===== src/rtl/sccb_config_sequencer_pkg.sv =====
// Shared types for the SCCB configuration sequencer: ROM entry kinds,
// FSM state encoding and entry/retry helpers.
package sccb_config_sequencer_pkg;

  typedef enum logic [1:0] {
    KIND_WRITE = 2'd0,
    KIND_DELAY = 2'd1,
    KIND_END   = 2'd2
  } entry_kind_e;

  typedef enum logic [2:0] {
    ST_IDLE,
    ST_FETCH,
    ST_DECODE,
    ST_ISSUE,
    ST_WAIT_DONE,
    ST_DELAY,
    ST_DONE,
    ST_ERROR
  } state_e;

  // A sub-address of all ones marks a control entry; all-ones data on top of
  // that marks the end of the table, anything else is a delay in ms.
  function automatic entry_kind_e classify_entry(input logic sub_is_marker,
                                                 input logic data_is_marker);
    if (sub_is_marker && data_is_marker) return KIND_END;
    if (sub_is_marker) return KIND_DELAY;
    return KIND_WRITE;
  endfunction

  // Width of a counter able to hold 0..max_retry.
  function automatic int unsigned retry_width(input int unsigned max_retry);
    return (max_retry > 0) ? $clog2(max_retry + 1) : 1;
  endfunction

endpackage


===== src/rtl/sccb_config_sequencer_if.sv =====
// Write-request handshake between the configuration sequencer (master)
// and the SCCB bus master (slave).
interface sccb_config_sequencer_if #(
  parameter int unsigned REG_W  = 8,
  parameter int unsigned DATA_W = 8
);
  logic              sccb_ready;
  logic              sccb_start;
  logic [REG_W-1:0]  sccb_sub_addr;
  logic [DATA_W-1:0] sccb_data;
  logic              sccb_done;
  logic              sccb_ack_ok;

  modport master (
    input  sccb_ready, sccb_done, sccb_ack_ok,
    output sccb_start, sccb_sub_addr, sccb_data
  );

  modport slave (
    output sccb_ready, sccb_done, sccb_ack_ok,
    input  sccb_start, sccb_sub_addr, sccb_data
  );
endinterface


===== src/rtl/sccb_config_sequencer_ms_delay_timer.sv =====
// Millisecond delay timer: loads a ms count, runs a TICKS_PER_MS prescaler
// and flags the final cycle of the delay so the caller leaves on time.
module sccb_config_sequencer_ms_delay_timer #(
  parameter int unsigned TICKS_PER_MS = 25000,
  parameter int unsigned MS_W         = 8
) (
  input  logic            clk,
  input  logic            reset,
  input  logic            load_i,
  input  logic [MS_W-1:0] ms_i,
  input  logic            clear_i,
  output logic            expired_o
);

  localparam int unsigned TICK_W = (TICKS_PER_MS > 1) ? $clog2(TICKS_PER_MS) : 1;
  localparam logic [TICK_W-1:0] TICK_RELOAD = TICK_W'(TICKS_PER_MS - 1);
  localparam logic [MS_W-1:0]   MS_ONE      = MS_W'(1);

  logic              active_q;
  logic [TICK_W-1:0] tick_q;
  logic [MS_W-1:0]   ms_q;

  // Prescaler and ms countdown; load has priority over clear so the caller
  // can load while still outside its delay state.
  always_ff @(posedge clk) begin
    if (reset) begin
      active_q <= 1'b0;
      tick_q   <= '0;
      ms_q     <= '0;
    end else if (load_i && (ms_i != '0)) begin
      active_q <= 1'b1;
      tick_q   <= TICK_RELOAD;
      ms_q     <= ms_i;
    end else if (clear_i) begin
      active_q <= 1'b0;
      tick_q   <= '0;
      ms_q     <= '0;
    end else if (active_q) begin
      if (tick_q == '0) begin
        tick_q <= TICK_RELOAD;
        if (ms_q == MS_ONE) active_q <= 1'b0;
        else                ms_q     <= ms_q - MS_ONE;
      end else begin
        tick_q <= tick_q - TICK_W'(1);
      end
    end
  end

  // High during the last cycle of ms_i*TICKS_PER_MS.
  assign expired_o = active_q && (tick_q == '0) && (ms_q == MS_ONE);

endmodule


===== src/rtl/sccb_config_sequencer.sv =====
// Camera configuration sequencer: walks a {sub_address, data} ROM, issues
// each write to the SCCB master with bounded NACK retry, honours per-entry
// millisecond delays and abort, and reports completion, errors and progress.
module sccb_config_sequencer
  import sccb_config_sequencer_pkg::*;
#(
  parameter int unsigned CLK_FREQ     = 25000000,
  parameter int unsigned TICKS_PER_MS = CLK_FREQ / 1000,
  parameter int unsigned ROM_AW       = 8,
  parameter int unsigned REG_W        = 8,
  parameter int unsigned DATA_W       = 8,
  parameter int unsigned MAX_RETRY    = 3
) (
  input  logic                    clk,
  input  logic                    reset,
  input  logic                    start,
  input  logic                    abort,
  output logic [ROM_AW-1:0]       rom_addr,
  input  logic [REG_W+DATA_W-1:0] rom_data,
  sccb_config_sequencer_if.master sccb,
  output logic                    busy,
  output logic                    done,
  output logic                    error,
  output logic [ROM_AW-1:0]       err_index,
  output logic [ROM_AW:0]         entries_written
);

  localparam int unsigned RETRY_W = retry_width(MAX_RETRY);
  localparam logic [REG_W-1:0]   SUB_MARKER  = '1;
  localparam logic [DATA_W-1:0]  DATA_MARKER = '1;
  localparam logic [RETRY_W-1:0] RETRY_MAX   = RETRY_W'(MAX_RETRY);
  localparam logic [ROM_AW:0]    ENT_ONE     = (ROM_AW + 1)'(1);
  localparam logic [ROM_AW-1:0]  ADDR_ONE    = ROM_AW'(1);

  state_e              state_q;
  logic [ROM_AW-1:0]   rom_addr_q;
  logic [REG_W-1:0]    sub_q;
  logic [DATA_W-1:0]   data_q;
  logic                sccb_start_q;
  logic                busy_q;
  logic                done_q;
  logic                error_q;
  logic [ROM_AW-1:0]   err_index_q;
  logic [ROM_AW:0]     entries_q;
  logic [RETRY_W-1:0]  retry_q;
  logic                abort_pend_q;

  logic [REG_W-1:0]    ent_sub;
  logic [DATA_W-1:0]   ent_dat;
  entry_kind_e         ent_kind;
  logic                last_entry;
  logic                timer_load;
  logic                timer_clear;
  logic                timer_expired;

  assign ent_sub    = rom_data[REG_W+DATA_W-1 -: REG_W];
  assign ent_dat    = rom_data[DATA_W-1:0];
  assign ent_kind   = classify_entry(ent_sub == SUB_MARKER, ent_dat == DATA_MARKER);
  assign last_entry = (rom_addr_q == '1);

  assign timer_load  = (state_q == ST_DECODE) && !abort && (ent_kind == KIND_DELAY);
  assign timer_clear = (state_q != ST_DELAY);

  sccb_config_sequencer_ms_delay_timer #(
    .TICKS_PER_MS (TICKS_PER_MS),
    .MS_W         (DATA_W)
  ) u_timer (
    .clk       (clk),
    .reset     (reset),
    .load_i    (timer_load),
    .ms_i      (ent_dat),
    .clear_i   (timer_clear),
    .expired_o (timer_expired)
  );

  // Sequencer FSM with registered outputs. Advancing past the last ROM
  // index without an END entry finishes the run instead of wrapping.
  always_ff @(posedge clk) begin
    if (reset) begin
      state_q      <= ST_IDLE;
      rom_addr_q   <= '0;
      sub_q        <= '0;
      data_q       <= '0;
      sccb_start_q <= 1'b0;
      busy_q       <= 1'b0;
      done_q       <= 1'b0;
      error_q      <= 1'b0;
      err_index_q  <= '0;
      entries_q    <= '0;
      retry_q      <= '0;
      abort_pend_q <= 1'b0;
    end else begin
      sccb_start_q <= 1'b0;
      unique case (state_q)
        ST_IDLE, ST_DONE, ST_ERROR: begin
          if (start && !abort) begin
            rom_addr_q   <= '0;
            entries_q    <= '0;
            done_q       <= 1'b0;
            error_q      <= 1'b0;
            busy_q       <= 1'b1;
            abort_pend_q <= 1'b0;
            state_q      <= ST_FETCH;
          end
        end

        ST_FETCH: begin
          if (abort) begin
            state_q     <= ST_ERROR;
            error_q     <= 1'b1;
            busy_q      <= 1'b0;
            err_index_q <= rom_addr_q;
          end else begin
            state_q <= ST_DECODE;
          end
        end

        ST_DECODE: begin
          if (abort) begin
            state_q     <= ST_ERROR;
            error_q     <= 1'b1;
            busy_q      <= 1'b0;
            err_index_q <= rom_addr_q;
          end else begin
            unique case (ent_kind)
              KIND_END: begin
                state_q <= ST_DONE;
                done_q  <= 1'b1;
                busy_q  <= 1'b0;
              end
              KIND_DELAY: begin
                if (ent_dat != '0) begin
                  state_q <= ST_DELAY;
                end else if (last_entry) begin
                  state_q <= ST_DONE;
                  done_q  <= 1'b1;
                  busy_q  <= 1'b0;
                end else begin
                  rom_addr_q <= rom_addr_q + ADDR_ONE;
                  state_q    <= ST_FETCH;
                end
              end
              default: begin
                sub_q   <= ent_sub;
                data_q  <= ent_dat;
                retry_q <= '0;
                state_q <= ST_ISSUE;
              end
            endcase
          end
        end

        ST_ISSUE: begin
          if (abort) begin
            state_q     <= ST_ERROR;
            error_q     <= 1'b1;
            busy_q      <= 1'b0;
            err_index_q <= rom_addr_q;
          end else if (sccb.sccb_ready) begin
            sccb_start_q <= 1'b1;
            state_q      <= ST_WAIT_DONE;
          end
        end

        ST_WAIT_DONE: begin
          // An abort here is only remembered; the transfer in flight must
          // complete before the sequencer lets go of the SCCB master.
          if (abort) abort_pend_q <= 1'b1;
          if (sccb.sccb_done) begin
            if (sccb.sccb_ack_ok) entries_q <= entries_q + ENT_ONE;
            if (abort || abort_pend_q) begin
              state_q      <= ST_ERROR;
              error_q      <= 1'b1;
              busy_q       <= 1'b0;
              err_index_q  <= rom_addr_q;
              abort_pend_q <= 1'b0;
            end else if (sccb.sccb_ack_ok) begin
              if (last_entry) begin
                state_q <= ST_DONE;
                done_q  <= 1'b1;
                busy_q  <= 1'b0;
              end else begin
                rom_addr_q <= rom_addr_q + ADDR_ONE;
                state_q    <= ST_FETCH;
              end
            end else if (retry_q < RETRY_MAX) begin
              retry_q <= retry_q + RETRY_W'(1);
              state_q <= ST_ISSUE;
            end else begin
              state_q     <= ST_ERROR;
              error_q     <= 1'b1;
              busy_q      <= 1'b0;
              err_index_q <= rom_addr_q;
            end
          end
        end

        ST_DELAY: begin
          if (abort) begin
            state_q     <= ST_ERROR;
            error_q     <= 1'b1;
            busy_q      <= 1'b0;
            err_index_q <= rom_addr_q;
          end else if (timer_expired) begin
            if (last_entry) begin
              state_q <= ST_DONE;
              done_q  <= 1'b1;
              busy_q  <= 1'b0;
            end else begin
              rom_addr_q <= rom_addr_q + ADDR_ONE;
              state_q    <= ST_FETCH;
            end
          end
        end

        default: state_q <= ST_IDLE;
      endcase
    end
  end

  assign rom_addr           = rom_addr_q;
  assign sccb.sccb_start    = sccb_start_q;
  assign sccb.sccb_sub_addr = sub_q;
  assign sccb.sccb_data     = data_q;
  assign busy               = busy_q;
  assign done               = done_q;
  assign error              = error_q;
  assign err_index          = err_index_q;
  assign entries_written    = entries_q;

endmodule

===== src/flat_wrapper.sv =====
// flat-port wrapper written by rule: the top's interface ports become plain ports
module sccb_config_sequencer_flat import sccb_config_sequencer_pkg::*;
#(
  parameter int unsigned CLK_FREQ     = 25000000,
  parameter int unsigned TICKS_PER_MS = CLK_FREQ / 1000,
  parameter int unsigned ROM_AW       = 8,
  parameter int unsigned REG_W        = 8,
  parameter int unsigned DATA_W       = 8,
  parameter int unsigned MAX_RETRY    = 3
)
  (clk, reset, start, abort, rom_addr, rom_data, busy, done, error, err_index, entries_written, sccb_sccb_ready, sccb_sccb_done, sccb_sccb_ack_ok, sccb_sccb_start, sccb_sccb_sub_addr, sccb_sccb_data);
  sccb_config_sequencer_if #(.REG_W(REG_W), .DATA_W(DATA_W)) sccb_i ();
  input  logic clk;
  input  logic reset;
  input  logic start;
  input  logic abort;
  output logic [ROM_AW-1:0] rom_addr;
  input  logic [REG_W+DATA_W-1:0] rom_data;
  output logic busy;
  output logic done;
  output logic error;
  output logic [ROM_AW-1:0] err_index;
  output logic [ROM_AW:0] entries_written;
  input wire logic [$bits(sccb_i.sccb_ready)-1:0] sccb_sccb_ready;
  input wire logic [$bits(sccb_i.sccb_done)-1:0] sccb_sccb_done;
  input wire logic [$bits(sccb_i.sccb_ack_ok)-1:0] sccb_sccb_ack_ok;
  output wire logic [$bits(sccb_i.sccb_start)-1:0] sccb_sccb_start;
  output wire logic [$bits(sccb_i.sccb_sub_addr)-1:0] sccb_sccb_sub_addr;
  output wire logic [$bits(sccb_i.sccb_data)-1:0] sccb_sccb_data;
  assign sccb_i.sccb_ready = sccb_sccb_ready;
  assign sccb_i.sccb_done = sccb_sccb_done;
  assign sccb_i.sccb_ack_ok = sccb_sccb_ack_ok;
  assign sccb_sccb_start = sccb_i.sccb_start;
  assign sccb_sccb_sub_addr = sccb_i.sccb_sub_addr;
  assign sccb_sccb_data = sccb_i.sccb_data;
  sccb_config_sequencer #(.CLK_FREQ(CLK_FREQ), .TICKS_PER_MS(TICKS_PER_MS), .ROM_AW(ROM_AW), .REG_W(REG_W), .DATA_W(DATA_W), .MAX_RETRY(MAX_RETRY)) u_core (.clk(clk), .reset(reset), .start(start), .abort(abort), .rom_addr(rom_addr), .rom_data(rom_data), .sccb(sccb_i), .busy(busy), .done(done), .error(error), .err_index(err_index), .entries_written(entries_written));
endmodule

===== config.mk =====
export PLATFORM = sky130hd
export DESIGN_NAME = sccb_config_sequencer_flat
export DESIGN_NICKNAME = d
export VERILOG_FILES = /design/src/rtl/sccb_config_sequencer_pkg.sv /design/src/rtl/sccb_config_sequencer_if.sv /design/src/rtl/sccb_config_sequencer_ms_delay_timer.sv /design/src/rtl/sccb_config_sequencer.sv /design/src/flat_wrapper.sv
export SDC_FILE = /design/constraint.sdc
export NUM_CORES = 1
export LEC_CHECK = 0
export CAP_MARGIN = 20
export CELL_PAD_IN_SITES_DETAIL_PLACEMENT = 1
export CELL_PAD_IN_SITES_GLOBAL_PLACEMENT = 1
export CORE_AREA = 3 3 106 108
export CTS_CLUSTER_SIZE = 40
export DETAILED_ROUTE_END_ITERATION = 8
export DIE_AREA = 0 0 109 111
export PLACE_DENSITY = 0.95
export SYNTH_ARGS = -nofsm -noshare
export SYNTH_HDL_FRONTEND = slang
export SYNTH_HIERARCHICAL = 1
export SYNTH_SLANG_ARGS = --single-unit

===== constraint.sdc =====
create_clock -name clk -period 5.15 [get_ports clk]
set_input_delay 0.515 -clock clk [delete_from_list [all_inputs] [get_ports clk]]
set_output_delay 0.515 -clock clk [all_outputs]
set_load 0.01 [all_outputs]

==> flow_summary.yaml, run 1 <==
run:
  maxCapViolCount: 0
worst_setup_path:
  critPathLaunchType: "register"
  required_ns: 5.44
  cp.arrival_ns: 3.93
  critPathSlowestCell: "a221oi_1"
  cp_max_fo: 7
  crit_path_frequent_cell: "nand4_1"
  criticalPathCategory: "register to register"
  endpoint_kind: "register"
  cpPeakStageDelay_ns: 0.80
  rrSetupSlack_ns: 1.51
  path_cells: "inv_1 -> ha_1 -> nor4bb_1 -> nand4_1 -> nor2_1 -> nand2b_1 -> a221oi_1 -> nand4_1 -> or4_4 -> a21oi_2"
final_layout:
  layout-drive-gt1-share: 0.06525
  multi_input_area_mm2: 0.002694
  final_util: 0.5139
  n_fill_cell: 1267
  final_cell_area_mm2: 0.005305
  n_antenna_cell: 0
  nets: 639
  regArea_mm2: 0.001501
  layout_common_cells: "dfxtp_1 (75), clkdlybuf4s50_1 (66), a21oi_1 (60)"
  areaGrowthSynthToFinish_pct: 20.39
  finalNonFillerCells: 749
  layout_commonest_cell: "dfxtp_1"
synth:
  synth-edff-count: 0
  syn_area_mm2: 0.004407
  ys_warn_count: 6
  synth.net_count: 588
  synth_area_leader_cell: "dfxtp_1"
  netlist.area_leader.share: 0.3407
  synth_cells: 558
  synth_area_per_cell_um2: 7.897
  synth_area_leaders: "dfxtp_1 (34%), a21oi_1 (6.8%), nand2_1 (5.0%), o21ai_0 (3.4%), nand3_1 (3.2%)"
  ys_ff_latch: 75
  async_reset_ff_frac: 0
  ys_types: 75
  seq_area_frac_synth: 0.3407
  synth-main-ff-cell: "dfxtp_1"
drt:
  wl_met1_mm: 6.324
  drt_first_pass_iters: 5
  wl_met2_mm: 7.450
  drtAntennaViolNets: 0
  wl_per_cell_um: 19.71
  wl_met3_um: 764
  vias: 4831
  drc: 0
  highest_layer: "met4"
  wl_mm: 14.77
  via_per_inst: 6.450
  drtIter0Drc: 419
clock_network:
  postCtsSetupBuffers: 0
  cts_num_sinks: 75
  cts_resized: 0
  numCtsBuffers: 9
  cts_buffer_depth: 2
  ctsHoldBuffers: 0
  cts_htree_levels: 3
  clk_pin_slew_ns: 0.09
  cts_tree: "yes"
  cts-root-buf: "clkbuf_8"
  insertion_delay_ns: 0.35
placement:
  routabilityCongestion: 0.8859
  io_buffers: 67
  dp_hpwl_mm: 10.44
  placed_area_mm2: 0.005129
  dp_slack_ns: 1.727
  dp_cells: 733
grt:
  track_usage: 0.2430
  grt.overflow.total: 0
  antenna_found_initial: 0
  grt_pass1_wl_mm: 24.07
  grt_max_degree: 55
  grt_pass1_vias: 4808
sta:
  slew_viol_final: 0
  rsz0062_at_grt: "false"
  hold_viol: 0
  hold_ws_ns: 0.4682
  postLayoutSetupSlackWorst_ns: 1.505
  max_freq_mhz: 274.4
  worstMarginPinSlew_ns: 0.9562
  skew_ns: 0.01108
  finalSetupTns_ns: 0
  min_period_ns: 3.645
  setup_viol: 0
  post-route-period-util: 0.7077
  maxSlewHeadroom: 0.3583
die:
  pin_count: 68
  die_x_um: 109
  core-area_mm2: 0.01032
  num_rows: 37
  die_area_mm2: 0.01210
  start_util: 0.4269
  die_y_um: 111
pwr:
  total_leakage_power_nw: 1.730
  power_density_mw_per_mm2: 319.7
  peakVddDrop_uv: 150.0
  total_power_mw: 1.696
outcome:
  outcome: "completed"
worst_hold_path:
  min_path_type: "register to register"
-- cell usage after synthesis, types with 6 or more instances --
library cell and n:
nand4_1 18, dfxtp_1 75, nand2_1 59, a211oi_1 7, o31ai_1 12, nor4_1 6, a31oi_1 6, or4_1 12
o21ai_0 30, inv_1 16, clkbuf_1 20, ha_1 7, or3_1 10, nor2b_1 11, nor3_1 19, nor2_1 33
a21oi_1 60, buf_2 7, nand3_1 28, nand2b_1 8
-- cell type report --
cell class | count | share of cell area
multi-input combinational | 434 | 0.5078
timing repair buffer | 73 | 0.1340
inverter | 16 | 0.01132
clock buffer | 11 | 0.02665
clock inverter | 4 | 0.005189
sequential | 75 | 0.2830
tap | 136 | 0.03208
-- worst paths after layout --
kind	depth (start not counted)	to	startpoint
worst min register to register	2	u_core/sccb.sccb_sub_addr[3]	u_core/sccb.sccb_sub_addr[3]
worst min-delay path	2	u_core/sccb.sccb_sub_addr[3]	u_core/sccb.sccb_sub_addr[3]
worst max-delay path	10	u_core/rom_addr[4]	u_core/u_timer/tick_q[0]
worst max register to register	10	u_core/rom_addr[4]	u_core/u_timer/tick_q[0]
-- power breakdown --
part           internal [mW]  leakage [nW]  switching [mW]
registers              0.619         0.606          0.0800
clock network          0.185        0.0774           0.232
logic                  0.224          1.05           0.355
-- registers in the layout, indices dropped and copies added, names as in the netlist, 2 cells and up --
| register | flops |
|---|---|
| u_core/u_timer/tick_q | 15 |
| u_core/entries_written | 9 |
| u_core/err_index | 8 |
| u_core/rom_addr | 8 |
| u_core/sccb.sccb_data | 8 |
| u_core/sccb.sccb_sub_addr | 8 |
| u_core/u_timer/ms_q | 8 |
| u_core/state_q | 3 |
| u_core/retry_q | 2 |
-- per-layer routing --
metal | vias to the layer above | track usage
met4 | 0 | 0.06397
li1 | 2235 | -
met5 | - | 0
met2 | 184 | 0.4189
met1 | 2387 | 0.3086
met3 | 25 | 0.04252
-- cell families (layout without fill, tap and decap cells) --
family | Yosys count | count (layout) | share of synthesized area
flops | 75 | 75 | 0.3407
xor+xnor | 3 | 3 | 0.005964
simple gates | 238 | 238 | 0.3012
compound gates | 184 | 184 | 0.2797
fa+ha+maj | 7 | 7 | 0.01987
mux | 2 | 2 | 0.004543
buf+inv | 49 | 104 | 0.04798
-- worst max-delay path: cells and delay by family, from the launching register on --
family / cells / cell delay, ns
AOI/OAI and AO/OA: 2 / 0.93
adders and majority gates: 1 / 0.23
buffers and inverters: 1 / 0.12
and+or+nand+nor: 6 / 1.91
DFF: 1 / 0.39
Power figures use the tool's default switching activity.
==> inputs of run 2 (changes only) <==
Settings changed: CORE_AREA 3 3 106 108 to 3 3 115 117, DIE_AREA 0 0 109 111 to 0 0 118 120, PLACE_DENSITY 0.95 to 0.86.
Clock period 5.15 ns to 2.95 ns, I/O delays scaled along.
==> flow_summary.yaml, run 2 (synthesis gave the netlist of run 1 again) <==
final_layout:
  n_fill_cell: 1555
  nets: 660
  layout_common_cells: "dfxtp_1 (75), clkdlybuf4s50_1 (66), a21oi_1 (60)"
  layout-drive-gt1-share: 0.1055
  largest_reg_flops: 15
  n_antenna_cell: 0
  areaGrowthSynthToFinish_pct: 29.73
  largest-register: "u_core/u_timer/tick_q"
  final_cell_area_mm2: 0.005717
  layout_commonest_cell: "dfxtp_1"
worst_setup_path:
  crit_path_end: "u_core/busy"
  rrSetupSlack_ns: 0.17
  worstSetupStartpoint: "u_core/u_timer/tick_q[0]"
  cp.arrival_ns: 2.98
  path_delay_family: "compound AO/OA/AOI/OAI gates"
  cpPeakStageDelay_ns: 0.64
  r2r-end: "u_core/busy"
  criticalPathCategory: "register to register"
  critPathSlowestCell: "a2111oi_0"
  critPathBufInv: 1
  r2r_cells: 10
  cp_max_fo: 7
  path_depth: 10
  endpoint_kind: "register"
  path_cells: "inv_1 -> ha_1 -> nor4bb_2 -> nand4_1 -> nor2_2 -> o21ai_0 -> a22oi_1 -> nor2_1 -> a2111oi_0 -> o221ai_1"
  critPathLaunchType: "register"
  reg2reg_from: "u_core/u_timer/tick_q[0]"
  required_ns: 3.15
die:
  die_x_um: 118
  die_y_um: 120
  core-area_mm2: 0.01247
  start_util: 0.3535
  die_area_mm2: 0.01416
  pin_count: 68
  num_rows: 41
drt:
  drt_first_pass_iters: 4
  wl_mm: 15.28
  wl_per_cell_um: 18.93
  drtIter0Drc: 337
  drtAntennaViolNets: 0
  vias: 4779
  drc: 0
  via_per_inst: 5.922
grt:
  grt_max_degree: 35
  grt_pass1_vias: 4982
  grt.overflow.total: 0
  grt_pass1_wl_mm: 25.38
  antenna_found_initial: 0
  track_usage: 0.2184
sta:
  worstMarginPinSlew_ns: 1.017
  slew_viol_final: 0
  finalSetupTns_ns: 0
  setup_viol: 0
  post-route-period-util: 0.9419
  maxSlewHeadroom: 0.3146
  skew_ns: 0.007038
  min_period_ns: 2.779
  rsz0062_at_grt: "false"
  hold_viol: 0
  max_freq_mhz: 359.9
  hold_ws_ns: 0.3902
run:
  maxCapViolCount: 0
placement:
  dp_hpwl_mm: 11.14
  placed_area_mm2: 0.005339
  routabilityCongestion: 0.9025
  io_buffers: 67
pwr:
  total_power_mw: 3.679
  p_int_mw: 2.451
  power_frac_comb: 0.313
  total_leakage_power_nw: 1.931
  power_density_mw_per_mm2: 643.6
  peakVddDrop_uv: 397.7
  seq_power_share: 0.324
  switching_power_mw: 1.229
  power.share.clock: 0.363
  p_sw_frac: 0.3339
clock_network:
  cts_tree: "yes"
  insertion_delay_ns: 0.35
  cts-root-buf: "clkbuf_16"
  ctsHoldBuffers: 0
  cts_buffer_depth: 2
  cts_num_sinks: 75
  cts_htree_levels: 3
  numCtsBuffers: 9
  clk_pin_slew_ns: 0.06
outcome:
  outcome: "completed"
worst_hold_path:
  min_path_type: "input port to register"
==> run 2: changes by cell type in the layout (fill, tap and decap cells not counted), sizes merged <==
cell	delta
bufinv	+3
buf	+21
clkbuf	+1
clkinvlp	-3
==> run 2: timing repair <==
action / 4_1_cts / 5_1_grt
setup endpoints to repair: 0 / 14
resized for setup: 0 / 4
buffers inserted: 0 / 0
==> run 2: per-stage QoR <==
| stage | instances | setup WS [ns] | util |
|---|---|---|---|
| 2_1_floorplan | 558 | 0.2012 | - |
| 3_3_place_gp | 791 | 0.1871 | 0.4283 |
| 3_5_place_dp | 791 | 0.09864 | 0.4283 |
| 4_1_cts | 807 | 0.01846 | 0.4573 |
| 5_1_grt | 807 | 0.008537 | 0.4586 |
| 6_report | 807 | 0.1713 | 0.4586 |
==> run 2: cell type report <==
| cell class | count | area, um2 | share of cell area |
|---|---|---|---|
| Clock buffer | 12 | 266.5 | 0.04662 |
| Clock inverter | 4 | 95.09 | 0.01663 |
| Inverter | 16 | 60.06 | 0.01051 |
| Multi-Input combinational cell | 434 | 2710 | 0.4741 |
| Sequential cell | 75 | 1501 | 0.2626 |
| Tap cell | 172 | 215.2 | 0.03764 |
| Timing Repair Buffer | 94 | 868.3 | 0.1519 |
==> run 2: how the worst min path moves through the flow <==
stage | start | to | slack (ns) | depth (start not counted)
after floorplan | rom_data[0] | u_core/sccb.sccb_data[0] | 0.43 | 2
after global placement | u_core/sccb.sccb_sub_addr[7] | u_core/sccb.sccb_sub_addr[7] | 0.44 | 2
after detailed placement | u_core/sccb.sccb_sub_addr[7] | u_core/sccb.sccb_sub_addr[7] | 0.45 | 2
after CTS | reset | u_core/err_index[0] | 0.38 | 2
after global routing | reset | u_core/err_index[0] | 0.40 | 2
final | reset | u_core/err_index[2] | 0.39 | 2
==> run 2: worst reg2reg max path: cells and delay by family, from the launching register on <==
kind	cells	cell delay (ns)
buffers and inverters	1	0.11
DFF	1	0.38
adders and majority gates	1	0.19
and+or+nand+nor	4	0.76
AOI/OAI and AO/OA	4	1.19
==> run 2: power groups by stage <==
| stage | registers (mW) | clock network [mW] | logic (mW) |
|---|---|---|---|
| after floorplan | 1.18 | 0 | 0.728 |
| after global placement | 1.20 | 0 | 1.06 |
| after detailed placement | 1.21 | 0 | 1.12 |
| after CTS | 1.19 | 1.36 | 1.13 |
| after global routing | 1.21 | 1.40 | 1.26 |
| final | 1.19 | 1.33 | 1.15 |
==> run 2: metal layers <==
layer	global-route usage	vias to the layer above	wire length [um]	part of all wire
met5	0	-	0	0
met4	0.08059	0	436	0.029
met3	0.05702	28	589	0.039
met2	0.3891	117	7886	0.52
met1	0.2517	2350	6363	0.42
li1	-	2284	-	-
